## config.mk

```make
export PLATFORM = sky130hd
export DESIGN_NAME = cipher_nibble_rx
export DESIGN_NICKNAME = d
export VERILOG_FILES = /design/src/rtl/cipher_pkg.sv /design/src/rtl/cipher_nibble_rx.sv
export SDC_FILE = /design/constraint.sdc
export NUM_CORES = 1
export LEC_CHECK = 0
export ABC_AREA = 1
export BUFFER_PORTS_ARGS = -buffer_cell sky130_fd_sc_hd__clkbuf_2
export CORE_MARGIN = 3
export CORE_UTILIZATION = 54
export DETAILED_ROUTE_END_ITERATION = 12
export PLACE_DENSITY = 0.85
export SLEW_MARGIN = 20
export SYNTH_ARGS = -nofsm -noshare
export SYNTH_HDL_FRONTEND = slang
export SYNTH_SLANG_ARGS = --single-unit
```

## constraint.sdc

```tcl
create_clock -name clk -period 1.6 [get_ports clk]
set_input_delay 0.32 -clock clk [delete_from_list [all_inputs] [get_ports clk]]
set_output_delay 0.32 -clock clk [all_outputs]
set_load 0.005 [all_outputs]
```

## src/rtl/cipher_pkg.sv

```systemverilog
// Shared definitions for the cipher nibble receiver: frame geometry, counter
// width and the receive FSM state encoding.
package cipher_pkg;

  localparam int unsigned DATA_BITS = 4;
  localparam int unsigned CNT_W     = 8;

  typedef enum logic [1:0] {
    ST_IDLE,
    ST_DATA,
    ST_PARITY,
    ST_STOP
  } rx_state_t;

endpackage

```

## src/rtl/cipher_nibble_rx.sv

```systemverilog
// Serial receiver for encrypted nibbles: start, P, Q, R, S, optional even
// parity, stop. A good frame is presented as pqrs with a valid/ready
// handshake; parity, stop-bit and overrun faults raise sticky flags.
module cipher_nibble_rx
  import cipher_pkg::*;
#(
  parameter bit PARITY_EN = 1'b1
) (
  input  logic             clk,
  input  logic             rst_n,
  input  logic             bit_tick,
  input  logic             ser_in,
  output logic [3:0]       pqrs,
  output logic             pqrs_valid,
  input  logic             pqrs_ready,
  output logic             parity_err,
  output logic             frame_err,
  output logic             overrun,
  input  logic             err_clr,
  output logic [CNT_W-1:0] frame_cnt
);

  localparam int unsigned IDX_W = $clog2(DATA_BITS);
  localparam logic [IDX_W-1:0] LAST_IDX = IDX_W'(DATA_BITS - 1);

  rx_state_t            state;
  rx_state_t            state_next;
  logic [IDX_W-1:0]     bit_idx;
  logic [DATA_BITS-1:0] shreg;
  logic                 par_bad;

  logic                 start_seen;
  logic                 data_tick;
  logic                 parity_tick;
  logic                 frame_done;
  logic                 good_frame;
  logic                 load;
  logic                 set_perr;
  logic                 set_ferr;
  logic                 set_ovr;

  // State register
  always_ff @(posedge clk or negedge rst_n) begin
    if (!rst_n) state <= ST_IDLE;
    else        state <= state_next;
  end

  // Next-state logic; every transition is gated by bit_tick
  always_comb begin
    state_next = state;
    if (bit_tick) begin
      unique case (state)
        ST_IDLE:   if (!ser_in) state_next = ST_DATA;
        ST_DATA:   if (bit_idx == LAST_IDX) state_next = PARITY_EN ? ST_PARITY : ST_STOP;
        ST_PARITY: state_next = ST_STOP;
        ST_STOP:   state_next = ST_IDLE;
        default:   state_next = ST_IDLE;
      endcase
    end
  end

  // Per-state strobes and end-of-frame decisions
  always_comb begin
    start_seen  = bit_tick && (state == ST_IDLE) && !ser_in;
    data_tick   = bit_tick && (state == ST_DATA);
    parity_tick = bit_tick && (state == ST_PARITY);
    frame_done  = bit_tick && (state == ST_STOP);
    good_frame  = frame_done && ser_in && !par_bad;
    set_ferr    = frame_done && !ser_in;
    set_perr    = frame_done && par_bad;
    load        = good_frame && (!pqrs_valid || pqrs_ready);
    set_ovr     = good_frame && pqrs_valid && !pqrs_ready;
  end

  // Bit index, MSB-first shift register and parity mismatch capture
  always_ff @(posedge clk or negedge rst_n) begin
    if (!rst_n) begin
      bit_idx <= '0;
      shreg   <= '0;
      par_bad <= 1'b0;
    end else begin
      if (start_seen) begin
        bit_idx <= '0;
        par_bad <= 1'b0;
      end else if (data_tick) begin
        bit_idx <= bit_idx + 1'b1;
        shreg   <= {shreg[DATA_BITS-2:0], ser_in};
      end else if (parity_tick) begin
        par_bad <= ^{shreg, ser_in};
      end
    end
  end

  // Holding register with valid/ready handshake
  always_ff @(posedge clk or negedge rst_n) begin
    if (!rst_n) begin
      pqrs       <= '0;
      pqrs_valid <= 1'b0;
    end else if (load) begin
      pqrs       <= shreg;
      pqrs_valid <= 1'b1;
    end else if (pqrs_valid && pqrs_ready) begin
      pqrs_valid <= 1'b0;
    end
  end

  // Saturating count of delivered nibbles
  always_ff @(posedge clk or negedge rst_n) begin
    if (!rst_n)                      frame_cnt <= '0;
    else if (load && frame_cnt != '1) frame_cnt <= frame_cnt + 1'b1;
  end

  // Sticky error flags; a new set wins over err_clr in the same cycle
  always_ff @(posedge clk or negedge rst_n) begin
    if (!rst_n) begin
      parity_err <= 1'b0;
      frame_err  <= 1'b0;
      overrun    <= 1'b0;
    end else begin
      if (set_perr)     parity_err <= 1'b1;
      else if (err_clr) parity_err <= 1'b0;
      if (set_ferr)     frame_err  <= 1'b1;
      else if (err_clr) frame_err  <= 1'b0;
      if (set_ovr)      overrun    <= 1'b1;
      else if (err_clr) overrun    <= 1'b0;
    end
  end

endmodule

```

Yosys cells after proc, flatten, opt, wreduce, memory -nomap -nowiden. Cells that the tools add are included.

Add/subtract/negate cells: 2. Equal/unequal tests: 8. Multiplexer cells: 14. Bitwise operators: 1. Reductions and logical operators: 30.

Operators by type and width (count): logical AND 1 bit (14); nonzero test 2 bit (6); two-way mux 1 bit (9); adder 8 x 1 -> 8 bit (second input constant) (1); two-way mux 2 bit (4); inequality test 8 bit (second input constant) (1); case mux 2 bit (4 select lines) (1); == test 2 bit (second input constant) (3); inequality test 2 bit (second input constant) (3); XOR reduction 5 bit (1); logical NOT 1 bit (4); AND reduction 2 bit (2); AND reduction 3 bit (1); adder 2 x 1 -> 2 bit (second input constant) (1); == test 2 x 1 -> 1 bit (second input constant) (1); logical NOT 2 bit (1); logical OR 1 bit (1); NOT 1 bit (1).

Register bits: 25. Input port bits: 6. Output and inout bits: 16. Logic and storage cells: 65.

Logic depth before layout (Yosys ltp).
Depth in word-level cells: 7. Gate-level depth with buffers: 8. Depth with buffers taken out: 8.

Least setup slack after synthesis. No wires, ideal clock.

Path type: register -> register. From: register frame_cnt[0]. To: register frame_cnt[3]. Setup time: 0.126 ns. Arrival: 1.282 ns. Data required time: 1.474 ns. Path slack: 0.192 ns. Cell stages (with the launch flop): 8. Buffers on the path: 1. Clock period less this slack: 1.408 ns. Path through: dfrtp_1 ha_1 nand3_1 nor3_1 nor2_4 buf_6 nand2_1 o21ai_0.

Longest elaborated chain between the ends: 2. Elaborated cells between the ends (all ways): 3. Those cells by class: add/sub (1); eq/ne (1); reduce/logical (1).

RTL lines: start: declaration (RTL line cipher_nibble_rx.sv:20) `output logic [CNT_W-1:0] frame_cnt`; start signal: assignment (RTL line cipher_nibble_rx.sv:110) `else if (load && frame_cnt != '1) frame_cnt <= frame_cnt + 1'b1;`; parallel branches: the longest is 2 deep, another holds adder 8 x 1 -> 8 bit.

Several ways; the timed one is not identified. A chain may end at the register's enable or synchronous reset.

Worst setup path after layout.
From: register frame_cnt[0]. To: register frame_cnt[7].

Same word-level chain as after synthesis.

==> out/summary.md <==
The top cell types in the final layout, fill and taps aside, are 57 x sky130_fd_sc_hd__nand2_1, 25 x sky130_fd_sc_hd__dfrtp_1, 22 x sky130_fd_sc_hd__inv_1. The logs give 2740 µm for the final wirelength and 3070 µm² for the area of the die. The logs give 213 for the number of placed instances with taps included and 0 for the number of endpoints with negative hold slack in the final report. The first global-routing pass estimated 4790 µm of wire. In the final timing run, aggregate negative setup slack is 0 ns. In this run the most critical hold path is launched from err_clr.

The number of synthesis warnings is 0, and the number of nets at the end of the flow is 206. After global routing the overflow that remains totals 0. For this run, global-route usage on met1 was measured as 20.5%. Across the run, the number of max-cap violations was 0.

In the final layout, the share of cells above drive strength 1 is 17.6%. In this run the worst hold path is classified as input pin to flip-flop. Across the VDD grid, the largest voltage drop is 1020 µV.

For the initial antenna violation count, the log shows 0. TritonCTS built the clock tree. The library cell used most frequently in the layout, excluding fill and tap cells, is sky130_fd_sc_hd__nand2_1. The tools report the post-detailed-placement half-perimeter wirelength as 2030 µm. The post-synthesis net count was 177; the worst-case clock buffer depth was 2. The clock net in this run drives a total of 25 sinks.

Global routing used 19.1% of the available tracks across all layers. The final period demand of the worst path came out at 1.47 ns. Walking the worst path, the cells encountered are ha_1 -> nand3_1 -> nor3_4 -> nor2_4 -> nand2_1 -> o21ai_0.

The category of the worst setup path capture point is a flip-flop. The largest individual stage delay along the critical path comes from the cell sky130_fd_sc_hd__dfrtp_1. The logs give 0.13 ns for the minimum setup slack among reg-to-reg paths and 1320 µm² for the cell area after synthesis. The flow ran to the end, and the final reports show no timing, DRC or antenna violations.

In this run the tool buffered the top-level ports with 21 buffer cells. Most used routing layer in global routing: met2. The via-per-instance ratio is 5.38. The remaining design rule violation count is 0. Setup violations remaining at the end of the flow were counted as 0. The initial utilization of the core area, before any placement, comes to 58.5%.

The number of nets still failing antenna checks after routing came out at 0. The critical path in this run is classified as flip-flop to flip-flop. The average footprint of a synthesized cell was 7.99 µm²; the placed instance area was 1450 µm². The highest achievable clock rate is 0.681 GHz.

The worst register-to-register path has a depth of 6. The height of the die was 55.4 µm. The type of element launching the critical path was a flip-flop. The netlist uses 19 different library cells. The CTS H-tree depth is 1. The final critical path takes up 91.7% of the cycle. The number of vias after detailed routing came out at 1190.

Along the worst path, the maximum fanout reaches 6. Routability-driven placement finished with a final weighted congestion of 0.797. Along the worst hold path, the cell count comes to 2. Setup repair after global routing left no endpoint under its margin.

Worst-case hold path end point: parity_err$_DFFE_PN0P_. The stage delay of the slowest cell on the critical path is 0.45 ns, and the number of iterations in the first detailed-routing pass is 4. Final design area excluding fillers: 1530 µm². The tools report the launch point of the worst reg-to-reg path as frame_cnt[0]$_DFFE_PN0P_. The area overhead of the layout relative to synthesis was 15.7%; the required time of the worst setup path was 1.83 ns. The critical register-to-register path endpoint was frame_cnt[7]$_DFFE_PN0P_.

The logs give 1182 for the number of global-route vias before repair and 2.32 mW for the total design power. Buffers inserted during clock tree synthesis total 3. At the pin with the least slew margin, the transition time is 0.621 ns. Counting every instance in the synthesized netlist gives 165. Family with the most delay on the worst path: simple AND/OR/NAND/NOR gates.

The later pin in the worst-skew pair is clocked with a latency of 0.33 ns. Power spread over the standard cell area amounts to 1520 nW/µm². The tools report the share of synthesized area occupied by flip-flops and latches as 47.4%. After clock tree synthesis, the clock-pin slew on the worst setup and hold paths is 0.14 ns. The number of cells on the critical path is 6, and the per-cell routed wire length is 12.4 µm. Summed over all cells, the static leakage comes to 0.819 nW.

Across the routed clock network, the largest skew measured is 0.0136 ns. The worst pin sits at a relative slew slack of 58.6%. 22 I/O pins were placed. The final cell count without fillers was 221; the met3 track demand over resource was 5.84%.

The die is 55.4 µm wide. Max-slew violation count: 0. At the worst endpoint, the arrival time is 1.69 ns.

Entering global routing, the biggest net connects 26 pins. After synthesis the netlist holds a flip-flop and latch count of 25. The tools report the met2 global-route usage as 35.1%.

The number of buffers and inverters on the critical path is 0. In this run the core area contains 17 standard-cell rows. After the first detailed-routing iteration, the DRC count stood at 25. The number of antenna diodes in the final layout is 0.

The most critical setup path has its startpoint at frame_cnt[0]$_DFFE_PN0P_. The region available for standard cell placement spans 2250 µm². The root buffer cell was sky130_fd_sc_hd__clkbuf_4.
[sequential cells by signal (all words and copies together) (netlist names)]
signal / flops
frame_cnt: 8
bit_idx: 2
pqrs_valid: 1
frame_err: 1
shreg: 4
par_bad: 1
pqrs: 4
state: 2
parity_err: 1
overrun: 1
[how the worst max path moves through the flow]
stage,to,slack (ns)
CTS,frame_cnt[7]$_DFFE_PN0P_,0.10
global route,frame_cnt[2]$_DFFE_PN0P_,0.008
global placement,frame_cnt[7]$_DFFE_PN0P_,0.22
finish,frame_cnt[7]$_DFFE_PN0P_,0.13
floorplan,frame_cnt[3]$_DFFE_PN0P_,0.19
detailed placement,frame_cnt[7]$_DFFE_PN0P_,0.13
[through the flow]
step | utilization [%] | hold slack [ns] | worst slack, ns
final | 67.6 | 0.208 | 0.133
after global routing | 67.6 | 0.188 | 0.00764
after CTS | 65.9 | 0.193 | 0.104
after detailed placement | 64.2 | 0.363 | 0.133
after global placement | 64.2 | 0.353 | 0.217
after floorplan | - | 0.0244 | 0.192
[synth_stat cells (all sizes together)]
library cell,number,share of area (%)
xnor2,1,0.66
nand2,59,17
nor2,6,2.3
nor3,2,1.6
o22ai,1,0.47
nand4,3,1.4
xor2,3,2.0
ha,6,5.7
a21oi,3,1.1
o21ai,18,6.8
nand3,12,4.6
buf,1,0.85
o211ai,2,1.1
dfrtp,25,47
inv,23,6.5
[report_power, final]
group | switching (mW) | leakage (nW) | total (mW) | internal (mW)
registers | 0.224 | 0.324 | 1.09 | 0.863
clock network | 0.193 | 0.0177 | 0.287 | 0.0937
logic | 0.553 | 0.477 | 0.946 | 0.393
total | 0.970 | 0.819 | 2.32 | 1.35
[layout make-up]
type | count | area, µm²
fill | 206 | 729
sequential | 25 | 626
multi-input combinational | 117 | 621
timing repair buffer | 24 | 130
inverter | 23 | 86.3
tap | 28 | 35.0
clock buffer | 3 | 22.5
clock inverter | 1 | 5.00
[timing repair]
| action | in CTS | in global routing |
|---|---|---|
| hold buffers | 1 | 0 |
| setup buffers | 0 | 2 |
| setup endpoints to repair | 0 | 7 |
| resized for setup | 0 | 4 |
| endpoints found under the hold margin | 9 | 0 |
[routing by layer]
metal,share of wire [%],wire (µm),vias to the layer above
met5,0,0,-
met4,2.4,65,0
met3,4.3,117,6
met2,55,1500,27
met1,39,1060,573
li1,-,-,584
[logic make-up (layout without fill, tap and decap cells)]
logic type | after synthesis | after routing | share of synthesized area [%]
and+or+nand+nor | 82 | 83 | 27.2
DFF | 25 | 25 | 47.4
AOI/OAI and AO/OA | 24 | 24 | 9.58
buffers and inverters | 24 | 51 | 7.40
adders and majority gates | 6 | 6 | 5.69
xor gates and xnor gates | 4 | 4 | 2.66
Note: power is estimated with default switching activity, not from simulation.
